==> src/rtl/twos_to_sm_bcd.sv <==
// Sequential converter: 8-bit two's complement to sign + 3-digit BCD.
// NEG forms the magnitude, SHIFT runs 8 double-dabble steps, DONE publishes.
module twos_to_sm_bcd (
    input  logic       clk,
    input  logic       rst_n,
    input  logic       start,
    input  logic [7:0] din,
    output logic       busy,
    output logic       done,
    output logic       sign,
    output logic [3:0] bcd_hund,
    output logic [3:0] bcd_tens,
    output logic [3:0] bcd_ones
);

    typedef enum logic [1:0] {
        IDLE,
        NEG,
        SHIFT,
        DONE
    } state_t;

    state_t      state_q, state_d;
    logic [7:0]  din_q, din_d;
    logic [19:0] sreg_q, sreg_d;
    logic [2:0]  cnt_q, cnt_d;
    logic        sgn_q, sgn_d;
    logic        busy_q, busy_d;
    logic        done_q, done_d;
    logic        sign_q, sign_d;
    logic [3:0]  hund_q, hund_d;
    logic [3:0]  tens_q, tens_d;
    logic [3:0]  ones_q, ones_d;

    logic [7:0]  mag;
    logic [19:0] adj;

    function automatic logic [3:0] dabble(input logic [3:0] d);
        return (d >= 4'd5) ? d + 4'd3 : d;
    endfunction

    // Next-state, scratch datapath and published-result logic.
    always_comb begin
        state_d = state_q;
        din_d   = din_q;
        sreg_d  = sreg_q;
        cnt_d   = cnt_q;
        sgn_d   = sgn_q;
        done_d  = 1'b0;
        sign_d  = sign_q;
        hund_d  = hund_q;
        tens_d  = tens_q;
        ones_d  = ones_q;
        mag     = din_q[7] ? (~din_q + 8'd1) : din_q;
        adj     = {dabble(sreg_q[19:16]),
                   dabble(sreg_q[15:12]),
                   dabble(sreg_q[11:8]),
                   sreg_q[7:0]};
        unique case (state_q)
            IDLE: begin
                if (start) begin
                    din_d   = din;
                    state_d = NEG;
                end
            end
            NEG: begin
                // -128 negates to 0x80, which is exactly the unsigned 128
                sgn_d   = din_q[7];
                sreg_d  = {12'd0, mag};
                cnt_d   = 3'd0;
                state_d = SHIFT;
            end
            SHIFT: begin
                sreg_d = {adj[18:0], 1'b0};
                cnt_d  = cnt_q + 3'd1;
                if (cnt_q == 3'd7) begin
                    state_d = DONE;
                end
            end
            DONE: begin
                done_d  = 1'b1;
                sign_d  = sgn_q;
                hund_d  = sreg_q[19:16];
                tens_d  = sreg_q[15:12];
                ones_d  = sreg_q[11:8];
                state_d = IDLE;
            end
        endcase
        busy_d = (state_d != IDLE);
    end

    // State and output registers with synchronous active-low reset.
    always_ff @(posedge clk) begin
        if (!rst_n) begin
            state_q <= IDLE;
            din_q   <= '0;
            sreg_q  <= '0;
            cnt_q   <= '0;
            sgn_q   <= 1'b0;
            busy_q  <= 1'b0;
            done_q  <= 1'b0;
            sign_q  <= 1'b0;
            hund_q  <= '0;
            tens_q  <= '0;
            ones_q  <= '0;
        end else begin
            state_q <= state_d;
            din_q   <= din_d;
            sreg_q  <= sreg_d;
            cnt_q   <= cnt_d;
            sgn_q   <= sgn_d;
            busy_q  <= busy_d;
            done_q  <= done_d;
            sign_q  <= sign_d;
            hund_q  <= hund_d;
            tens_q  <= tens_d;
            ones_q  <= ones_d;
        end
    end

    assign busy     = busy_q;
    assign done     = done_q;
    assign sign     = sign_q;
    assign bcd_hund = hund_q;
    assign bcd_tens = tens_q;
    assign bcd_ones = ones_q;

endmodule

==> config.mk <==
export PLATFORM = sky130hd
export DESIGN_NAME = twos_to_sm_bcd
export DESIGN_NICKNAME = d
export VERILOG_FILES = /design/src/rtl/twos_to_sm_bcd.sv
export SDC_FILE = /design/constraint.sdc
export NUM_CORES = 1
export LEC_CHECK = 0
export ABC_AREA = 0
export ABC_CLOCK_PERIOD_IN_PS = 2120
export CAP_MARGIN = 20
export CORE_AREA = 2 2 68 63
export CTS_CLUSTER_DIAMETER = 80
export DETAILED_ROUTE_END_ITERATION = 6
export DIE_AREA = 0 0 70 65
export DONT_BUFFER_PORTS = 1
export GPL_TIMING_DRIVEN = 0
export PLACE_DENSITY = 0.77
export SLEW_MARGIN = 20
export SYNTH_ARGS = -nofsm -noshare
export SYNTH_HDL_FRONTEND = slang
export SYNTH_SLANG_ARGS = --single-unit
==> constraint.sdc <==
create_clock -name clk -period 2.12 [get_ports clk]
set_clock_uncertainty 0.05 [all_clocks]
set_input_delay 0.636 -clock clk [delete_from_list [all_inputs] [get_ports clk]]
set_output_delay 0.636 -clock clk [all_outputs]
set_load 0.02 [all_outputs]
==> summary.txt, run 1 <==
Outcome
  • Outcome: finished clean

Setup path
  • CP arrival: 2040 ps
  • Endpoint class of the critical path: flip-flop
  • CP required: roughly 2300 ps
  • Startpoint types: flip-flop
  • Worst r2r dst: sreg_q[12]$_SDFFE_PN0P_
  • CP Class: reg -> reg
  • Critical path's largest stage delay: about 390 ps
  • Critical Path Slowest Stage Cell: ha_1
  • CP bufs+invs: 2
  • Critical path's most frequent cell: inv_1
  • R2R Setup Slk: 260 ps
  • Crit-path cells: inv_1 -> ha_1 -> inv_1 -> nor2_4 -> nand2_1 -> o31ai_1
  • R2R cell count: 6
  • R2R Path Start: state_q[0]$_SDFF_PN0_
  • CP top delay family: simple AND/OR/NAND/NOR gates
  • CP max FO: 8

Clocking
  • Clock transition at path regs: ~90 ps
  • Worst skew pair latency: between 300 and 400 ps
  • CTS buffer count: 5
  • H-Tree Depth: 2
  • Hold_buf cts: 0
  • Root Buffer: clkbuf_8
  • Longest Clk Path Bufs: 2
  • Sinks on Clock Net: 49
  • Setup Buffers After CTS: 0
  • Resize count post-CTS: 0
  • CTS tree: yes

Detailed routing
  • Vias per inst: ~5.5
  • 1st-pass router iterations: 4
  • Drt total wl: between 4000 and 5000 µm
  • Vias: approximately 1700
  • Routed Antenna Nets: 0
  • Drc violations: 0
  • 1st-iter DRT viols: 64
  • Wire per inst: ~14 µm

Timing
  • RSZ-0062 raised after global routing: no
  • Fin crit share: 0.875
  • Setup_tns: 0 ps
  • Pin slew with the least headroom to its limit: 443 ps
  • Final worst slack: between 200 and 300 ps
  • Slew HR: 0.705
  • Fin. Hold Viols: 0
  • Crit path time final: 1860 ps
  • Maximum clock frequency: 539 MHz
  • Final setup fails: 0
  • Slew Limit Fails: 0

Die
  • Die height: 65 µm
  • Ports: 26
  • Core area: between 3000 and 4000 µm²
  • Die width: approximately 70 µm
  • Cell row count: 22
  • Die area: 4550 µm²
  • Starting density of the core: 0.592

Global route
  • First-pass GRT wire length: 7210 µm
  • Largest net degree at the start of global routing: 16
  • Vias in the first global route: 1558
  • Congestion Overflow GR: 0
  • Tot GR Track Use: 0.203
  • Initial antenna violation count: 0

Yosys
  • Syn Nets: approximately 270
  • Yosys warns: 0
  • Largest area contributor in the netlist: dfxtp_1
  • Register area share after synthesis: 0.424
  • Post-Syn Instances: about 250
  • Share of the synthesized area in the top cell type: 0.424
  • Yosys reg bits: between 40 and 50
  • Post-Syn Area per Cell: slightly above 9 µm²
  • Yosys cell types: 35
  • Post-synthesis cell area: ~2300 µm²
  • Ranking of synthesized cells by area: dfxtp_1 42%, ha_1 7.6%, mux2i_1 6.9%, nor2b_1 5.7%, nand2_1 3.7%

Finish
  • N_diodes: 0
  • Fin nets: roughly 280
  • Finished Layout Cells: between 300 and 400
  • Fraction of layout cells with a size suffix above 1: 0.0739
  • Area Growth Syn to Fin: 8.38%
  • Fill count: ~350
  • Final instance area: around 2500 µm²

Worst hold path
  • Hold Path Stages: 2
  • Hold Startpoint: din[7]
  • Hold EP: din_q[7]$_SDFFE_PN0P_
  • HP Class: in -> reg

Pwr
  • P per Cell Area: around 1000 nW/µm²
  • Leakage: 0.881 nW
  • Overall Power: ~2.6 mW
  • Worst VDD drop: 0.000581 V

Placement
  • GP Congestion: 0.812
  • Cells after DPL: 297
  • Hpwl dp: a little over 3000 µm
  • Port bufs: 0
  • Place WS: 297 ps
  • Placed instance area: 2370 µm²

Run
  • Max capacitance violation total: 0
per-layer routing:
layer	track usage	vias up	wire, µm
li1	-	872	-
met1	0.276	776	2180
met2	0.307	28	1860
met3	0.0498	8	186
met4	0.0865	0	74
met5	0	-	0
flip-flops by register name, indices dropped and copies added, names as in the netlist:
name / cells
sreg_q: 20
din_q: 8
bcd_hund: 4
bcd_ones: 4
bcd_tens: 4
cnt_q: 3
state_q: 2
busy: 1
done: 1
sgn_q: 1
sign: 1
through the flow:
step / hold slack [ps] / util
floorplan: 397 / -
global placement: 414 / 0.608
detailed placement: 438 / 0.608
CTS: 421 / 0.642
global route: 424 / 0.642
finish: 420 / 0.642
final cells by class:
| cell class | count | area [µm²] | area share |
|---|---|---|---|
| Clock buffer | 5 | 68.8 | 0.0274 |
| Inverter | 13 | 48.8 | 0.0195 |
| Sequential cell | 49 | 981 | 0.391 |
| Buffer | 14 | 57.6 | 0.0229 |
| Multi-Input combinational cell | 173 | 1230 | 0.489 |
| Tap cell | 48 | 60.1 | 0.0239 |
| Clock inverter | 3 | 65.1 | 0.0259 |
cell usage after synthesis:
cell type / n
inv_1: 13
nand2b_1: 4
nand3_1: 12
nor2_4: 1
and3_1: 1
o31ai_4: 1
and2_1: 3
clkbuf_1: 10
or3_1: 3
a32o_1: 1
o31ai_1: 6
o2bb2ai_1: 1
o21ai_1: 1
or3_4: 1
ha_1: 14
o21ai_0: 11
buf_2: 4
dfxtp_1: 49
mux2i_1: 16
a21oi_1: 10
xor2_1: 5
or2_2: 1
nor3_1: 1
xnor2_1: 5
nand2_1: 23
a32oi_1: 3
a22oi_1: 2
nand4_1: 3
nor2b_1: 21
o21a_1: 1
o211ai_1: 4
nor2_1: 4
a21boi_0: 10
mux2_2: 3
a21boi_1: 1
kinds of logic after synthesis:
| family | synth area share |
|---|---|
| xor+xnor | 0.0378 |
| mux | 0.0838 |
| simple gates | 0.179 |
| buf+inv | 0.0459 |
| fa+ha+maj | 0.0757 |
| compound gates | 0.154 |
| flops | 0.424 |
power breakdown:
part	leakage (nW)	switching [mW]	total, mW	internal (mW)
logic	0.416	0.493	0.755	0.262
registers	0.397	0.0802	1.09	1.01
clock network	0.0681	0.318	0.786	0.468
total	0.881	0.892	2.63	1.74
cells in the final DEF (no fill, tap or decap), drive strengths merged, types with 4 or more instances in the layout:
cell | synthesis | layout
buf | 4 | 4
o21ai | 12 | 12
o31ai | 7 | 7
ha | 14 | 14
xor2 | 5 | 5
clkbuf | 10 | 15
inv | 13 | 13
a21oi | 10 | 10
a21boi | 11 | 11
nand3 | 12 | 12
nor2 | 5 | 5
nor2b | 21 | 21
o211ai | 4 | 4
nand2 | 23 | 23
nand2b | 4 | 4
or3 | 4 | 4
xnor2 | 5 | 5
mux2i | 16 | 16
dfxtp | 49 | 49
worst max-delay path by stage:
stage,depth (start not counted),from,end
floorplan,7,state_q[0]$_SDFF_PN0_,sreg_q[3]$_SDFFE_PN0P_
global placement,6,state_q[0]$_SDFF_PN0_,sreg_q[16]$_SDFFE_PN0P_
detailed placement,6,state_q[0]$_SDFF_PN0_,sreg_q[12]$_SDFFE_PN0P_
CTS,6,state_q[0]$_SDFF_PN0_,sreg_q[12]$_SDFFE_PN0P_
global route,6,state_q[1]$_SDFF_PN0_,sreg_q[12]$_SDFFE_PN0P_
finish,6,state_q[0]$_SDFF_PN0_,sreg_q[12]$_SDFFE_PN0P_
Power figures use the tool's default switching activity.
==> run 2: changes to the inputs <==
- CORE_AREA: 2 2 68 63 -> 2 2 81 75
- DIE_AREA: 0 0 70 65 -> 0 0 83 77
- HOLD_SLACK_MARGIN: not set -> 0.03
- PLACE_DENSITY: 0.77 -> 0.57
==> summary.txt, run 2 (same netlist as run 1, synthesis figures left out) <==
Detailed routing
  • Wire per inst: roughly 14 µm
  • 1st-iter DRT viols: 84
  • Vias per inst: 5.07
  • Drt total wl: between 4000 and 5000 µm
  • Routed Antenna Nets: 0
  • Drc violations: 0
  • 1st-pass router iterations: 4
  • Vias: 1654

Timing
  • Pin slew with the least headroom to its limit: ~470 ps
  • RSZ-0062 raised after global routing: no
  • Fin. Hold Viols: 0
  • Fin crit share: 0.891
  • Slew HR: 0.687
  • Slew Limit Fails: 0
  • Setup_tns: 0 ps
  • Final setup fails: 0
  • Crit path time final: between 1500 and 2000 ps
  • Maximum clock frequency: ~530 MHz

Clocking
  • Setup Buffers After CTS: 0
  • CTS tree: yes
  • Resize count post-CTS: 0
  • Clock transition at path regs: ~90 ps
  • CTS buffer count: 5
  • H-Tree Depth: 2
  • Hold_buf cts: 0
  • Longest Clk Path Bufs: 2
  • Sinks on Clock Net: 49
  • Root Buffer: clkbuf_8
  • Worst skew pair latency: 300 ps

Finish
  • Final core utilization: 0.451
  • Finished Layout Cells: between 300 and 400
  • Area of the multi-input gates: 1230 µm²
  • Most frequent cells in the layout: 49 x dfxtp_1, 23 x nand2_1, 21 x nor2b_1, 16 x mux2i_1, 14 x ha_1
  • Fin nets: ~280
  • Fraction of layout cells with a size suffix above 1: 0.0703
  • Biggest register: sreg_q
  • Fill count: between 500 and 600
  • Area Growth Syn to Fin: 8.27%
  • Largest regs: sreg_q (20), din_q (8)
  • N_diodes: 0
  • Max reg flops: 20
  • Final instance area: about 2500 µm²
  • Register cell area after layout: a little under 1000 µm²
  • Most common cell after layout, fill and taps aside: dfxtp_1

Placement
  • GP Congestion: between 0.7 and 0.8
  • Placed instance area: 2400 µm²
  • Cells after DPL: between 300 and 400
  • Port bufs: 0
  • Hpwl dp: between 3000 and 4000 µm

Die
  • Die area: approximately 6400 µm²
  • Starting density of the core: 0.416
  • Cell row count: 26
  • Core area: 5560 µm²
  • Die height: 77 µm
  • Ports: 26
  • Die width: 83 µm

Setup path
  • CP arrival: 2070 ps
  • CP required: ~2300 ps
  • Startpoint types: flip-flop
  • CP max FO: 8
  • Endpoint class of the critical path: flip-flop
  • CP Class: reg -> reg

Global route
  • Tot GR Track Use: 0.150
  • Congestion Overflow GR: 0
  • Initial antenna violation count: 0
  • Largest net degree at the start of global routing: 15
  • First-pass GRT wire length: approximately 7900 µm
  • Vias in the first global route: around 1700

Worst hold path
  • HP Class: in -> reg

Pwr
  • P per Cell Area: between 900 and 1000 nW/µm²
  • Worst VDD drop: around 0.00042 V
  • Leakage: approximately 0.87 nW

Outcome
  • Outcome: finished clean

Run
  • Max capacitance violation total: 0
-- run 2: final cells by class --
type | count | area share
Buffer | 14 | 0.0230
Tap cell | 70 | 0.0349
Inverter | 13 | 0.0195
Sequential cell | 49 | 0.391
Clock inverter | 2 | 0.0140
Multi-Input combinational cell | 173 | 0.490
Clock buffer | 5 | 0.0275
-- run 2: layer usage --
layer,part of all wire,global-route usage
met5,0,0
met4,0.0095,0.0492
met3,0.036,0.0355
met2,0.43,0.228
met1,0.52,0.209
-- run 2: where the power goes --
group,internal [mW],leakage [nW],total (mW),switching (mW)
registers,1.01,0.397,1.09,0.0814
clock network,0.343,0.0540,0.652,0.309
logic,0.263,0.416,0.759,0.497
total,1.61,0.867,2.50,0.887
-- run 2: path summary, 6_finish.rpt --
kind                                         startpoint                       to  slack, ps  depth (start not counted)
worst max-delay path              state_q[0]$_SDFF_PN0_  sreg_q[12]$_SDFFE_PN0P_        230                          6
worst min register to register  sreg_q[17]$_SDFFE_PN0P_  sreg_q[17]$_SDFFE_PN0P_        440                          2
worst min-delay path                             din[3]    din_q[3]$_SDFFE_PN0P_        430                          2
worst max register to register    state_q[0]$_SDFF_PN0_  sreg_q[12]$_SDFFE_PN0P_        230                          6
-- run 2: worst max-delay path, cell delays in order (launching register included) --
cell,delay (ps)
dfxtp_1,370
inv_1,100
ha_1,390
inv_1,180
nor2_4,220
nand2_1,230
o31ai_1,280
-- run 2: per-stage QoR --
stage / total power, mW / setup slack [ps] / hold WS (ps)
2_1_floorplan: 1.68 / 582 / 397
3_3_place_gp: 1.88 / 205 / 417
3_5_place_dp: 1.88 / 223 / 434
4_1_cts: 2.54 / 198 / 431
5_1_grt: 2.68 / 46.2 / 440
6_report: 2.50 / 230 / 434
==> run 3: changes to the inputs <==
- DONT_BUFFER_PORTS: 1 -> not set
- PLACE_DENSITY: 0.57 -> 0.63
==> summary.txt, run 3 (same netlist as run 1, synthesis figures left out) <==
Clocking
  • CTS buffer count: 5
  • Longest Clk Path Bufs: 2
  • CTS tree: yes
  • H-Tree Depth: 2
  • Root Buffer: clkbuf_8
  • Clock transition at path regs: 90 ps
  • Worst skew pair latency: approximately 300 ps
  • Sinks on Clock Net: 49

Finish
  • Final instance area: between 2000 and 3000 µm²
  • Fraction of layout cells with a size suffix above 1: 0.0714
  • Fin nets: ~300
  • Area Growth Syn to Fin: 17.7%
  • Largest regs: sreg_q (20), din_q (8)
  • Biggest register: sreg_q
  • Max reg flops: 20
  • Fill count: about 550
  • Most common cell after layout, fill and taps aside: dfxtp_1
  • N_diodes: 0
  • Most frequent cells in the layout: 49 x dfxtp_1, 23 x clkdlybuf4s50_1, 22 x nand2_1, 21 x nor2b_1, 16 x mux2i_1

Timing
  • Slew Limit Fails: 0
  • Slew HR: 0.697
  • Pin slew with the least headroom to its limit: 455 ps
  • Fin. Hold Viols: 0
  • Setup_tns: 0 ps
  • Fin crit share: 0.913
  • Crit path time final: around 1900 ps
  • Final setup fails: 0
  • RSZ-0062 raised after global routing: no
  • Maximum clock frequency: approximately 520 MHz

Die
  • Die height: approximately 77 µm
  • Ports: 26
  • Die area: 6390 µm²
  • Core area: between 5000 and 6000 µm²
  • Die width: 83 µm
  • Starting density of the core: 0.416
  • Cell row count: 26

Setup path
  • CP bufs+invs: 1
  • Crit-path cells: clkdlybuf4s50_1
  • Critical Path Slowest Stage Cell: clkdlybuf4s50_1
  • Endpoint class of the critical path: output pin
  • Startpoint types: flip-flop
  • Critical path's largest stage delay: approximately 600 ps
  • CP required: around 1400 ps
  • CP top delay family: buffers and inverters
  • CP Class: reg -> out
  • CP arrival: 1250 ps
  • CP max FO: 2

Detailed routing
  • Drc violations: 0
  • Drt total wl: about 4400 µm
  • Routed Antenna Nets: 0
  • Wire per inst: 12.7 µm
  • 1st-pass router iterations: 4
  • Vias: ~1700
  • Vias per inst: between 4 and 5
  • 1st-iter DRT viols: 76

Global route
  • Largest net degree at the start of global routing: 17
  • Congestion Overflow GR: 0
  • Vias in the first global route: 1685
  • Initial antenna violation count: 0
  • Tot GR Track Use: 0.148
  • First-pass GRT wire length: about 7900 µm

Pwr
  • Leakage: between 0.9 and 1 nW
  • P per Cell Area: ~900 nW/µm²
  • Overall Power: about 2.4 mW
  • Worst VDD drop: 0.000396 V

Placement
  • Hpwl dp: roughly 3200 µm
  • Port bufs: 23
  • GP Congestion: between 0.8 and 0.9
  • Placed instance area: roughly 2600 µm²

Run
  • Max capacitance violation total: 0

Worst hold path
  • HP Class: reg -> reg

Outcome
  • Outcome: finished clean
## run 3: power by group
| part | leakage (nW) | internal (mW) | switching [mW] | total, mW |
|---|---|---|---|---|
| Combinational | 0.499 | 0.291 | 0.509 | 0.800 |
| Clock | 0.0445 | 0.235 | 0.321 | 0.556 |
| Sequential | 0.397 | 1.01 | 0.0696 | 1.08 |
| Total | 0.941 | 1.53 | 0.900 | 2.43 |
## run 3: metrics by stage
| stage | hold WS (ps) | worst slack, ps | util | cells |
|---|---|---|---|---|
| 2_1_floorplan | 397 | 582 | - | 249 |
| 3_3_place_gp | 422 | 227 | 0.473 | 342 |
| 3_5_place_dp | 426 | 212 | 0.473 | 342 |
| 4_1_cts | 439 | 159 | 0.489 | 350 |
| 5_1_grt | 492 | 79.6 | 0.490 | 350 |
| 6_report | 435 | 184 | 0.490 | 350 |
## run 3: final timing paths
check	slack (ps)	cells past startpoint	startpoint	endpoint
min	430	2	sreg_q[17]$_SDFFE_PN0P_	sreg_q[17]$_SDFFE_PN0P_
max	180	1	bcd_ones[3]$_SDFFE_PN0P_	bcd_ones[3]
min reg2reg	430	2	sreg_q[17]$_SDFFE_PN0P_	sreg_q[17]$_SDFFE_PN0P_
max reg2reg	290	7	state_q[0]$_SDFF_PN0_	sreg_q[3]$_SDFFE_PN0P_
## run 3: layout make-up
type	instances	area (µm²)	area share
Buffer	14	57.6	0.0211
Clock buffer	5	68.8	0.0253
Clock inverter	3	21.3	0.00781
Inverter	13	48.8	0.0179
Multi-Input combinational cell	173	1230	0.451
Sequential cell	49	981	0.360
Tap cell	70	87.6	0.0321
Timing Repair Buffer	23	230	0.0845
## run 3: per-layer routing
layer / part of all wire / global-route usage / wire length (µm)
met1: 0.54 / 0.210 / 2380
met2: 0.43 / 0.231 / 1920
met3: 0.017 / 0.0269 / 75
met4: 0.011 / 0.0393 / 48
met5: 0 / 0 / 0
## run 3: what timing repair did
item | 4_1_cts | 5_1_grt
setup endpoints to repair | 0 | 1
resized for setup | 0 | 1
setup buffers | 0 | 0
hold buffers | 0 | 0
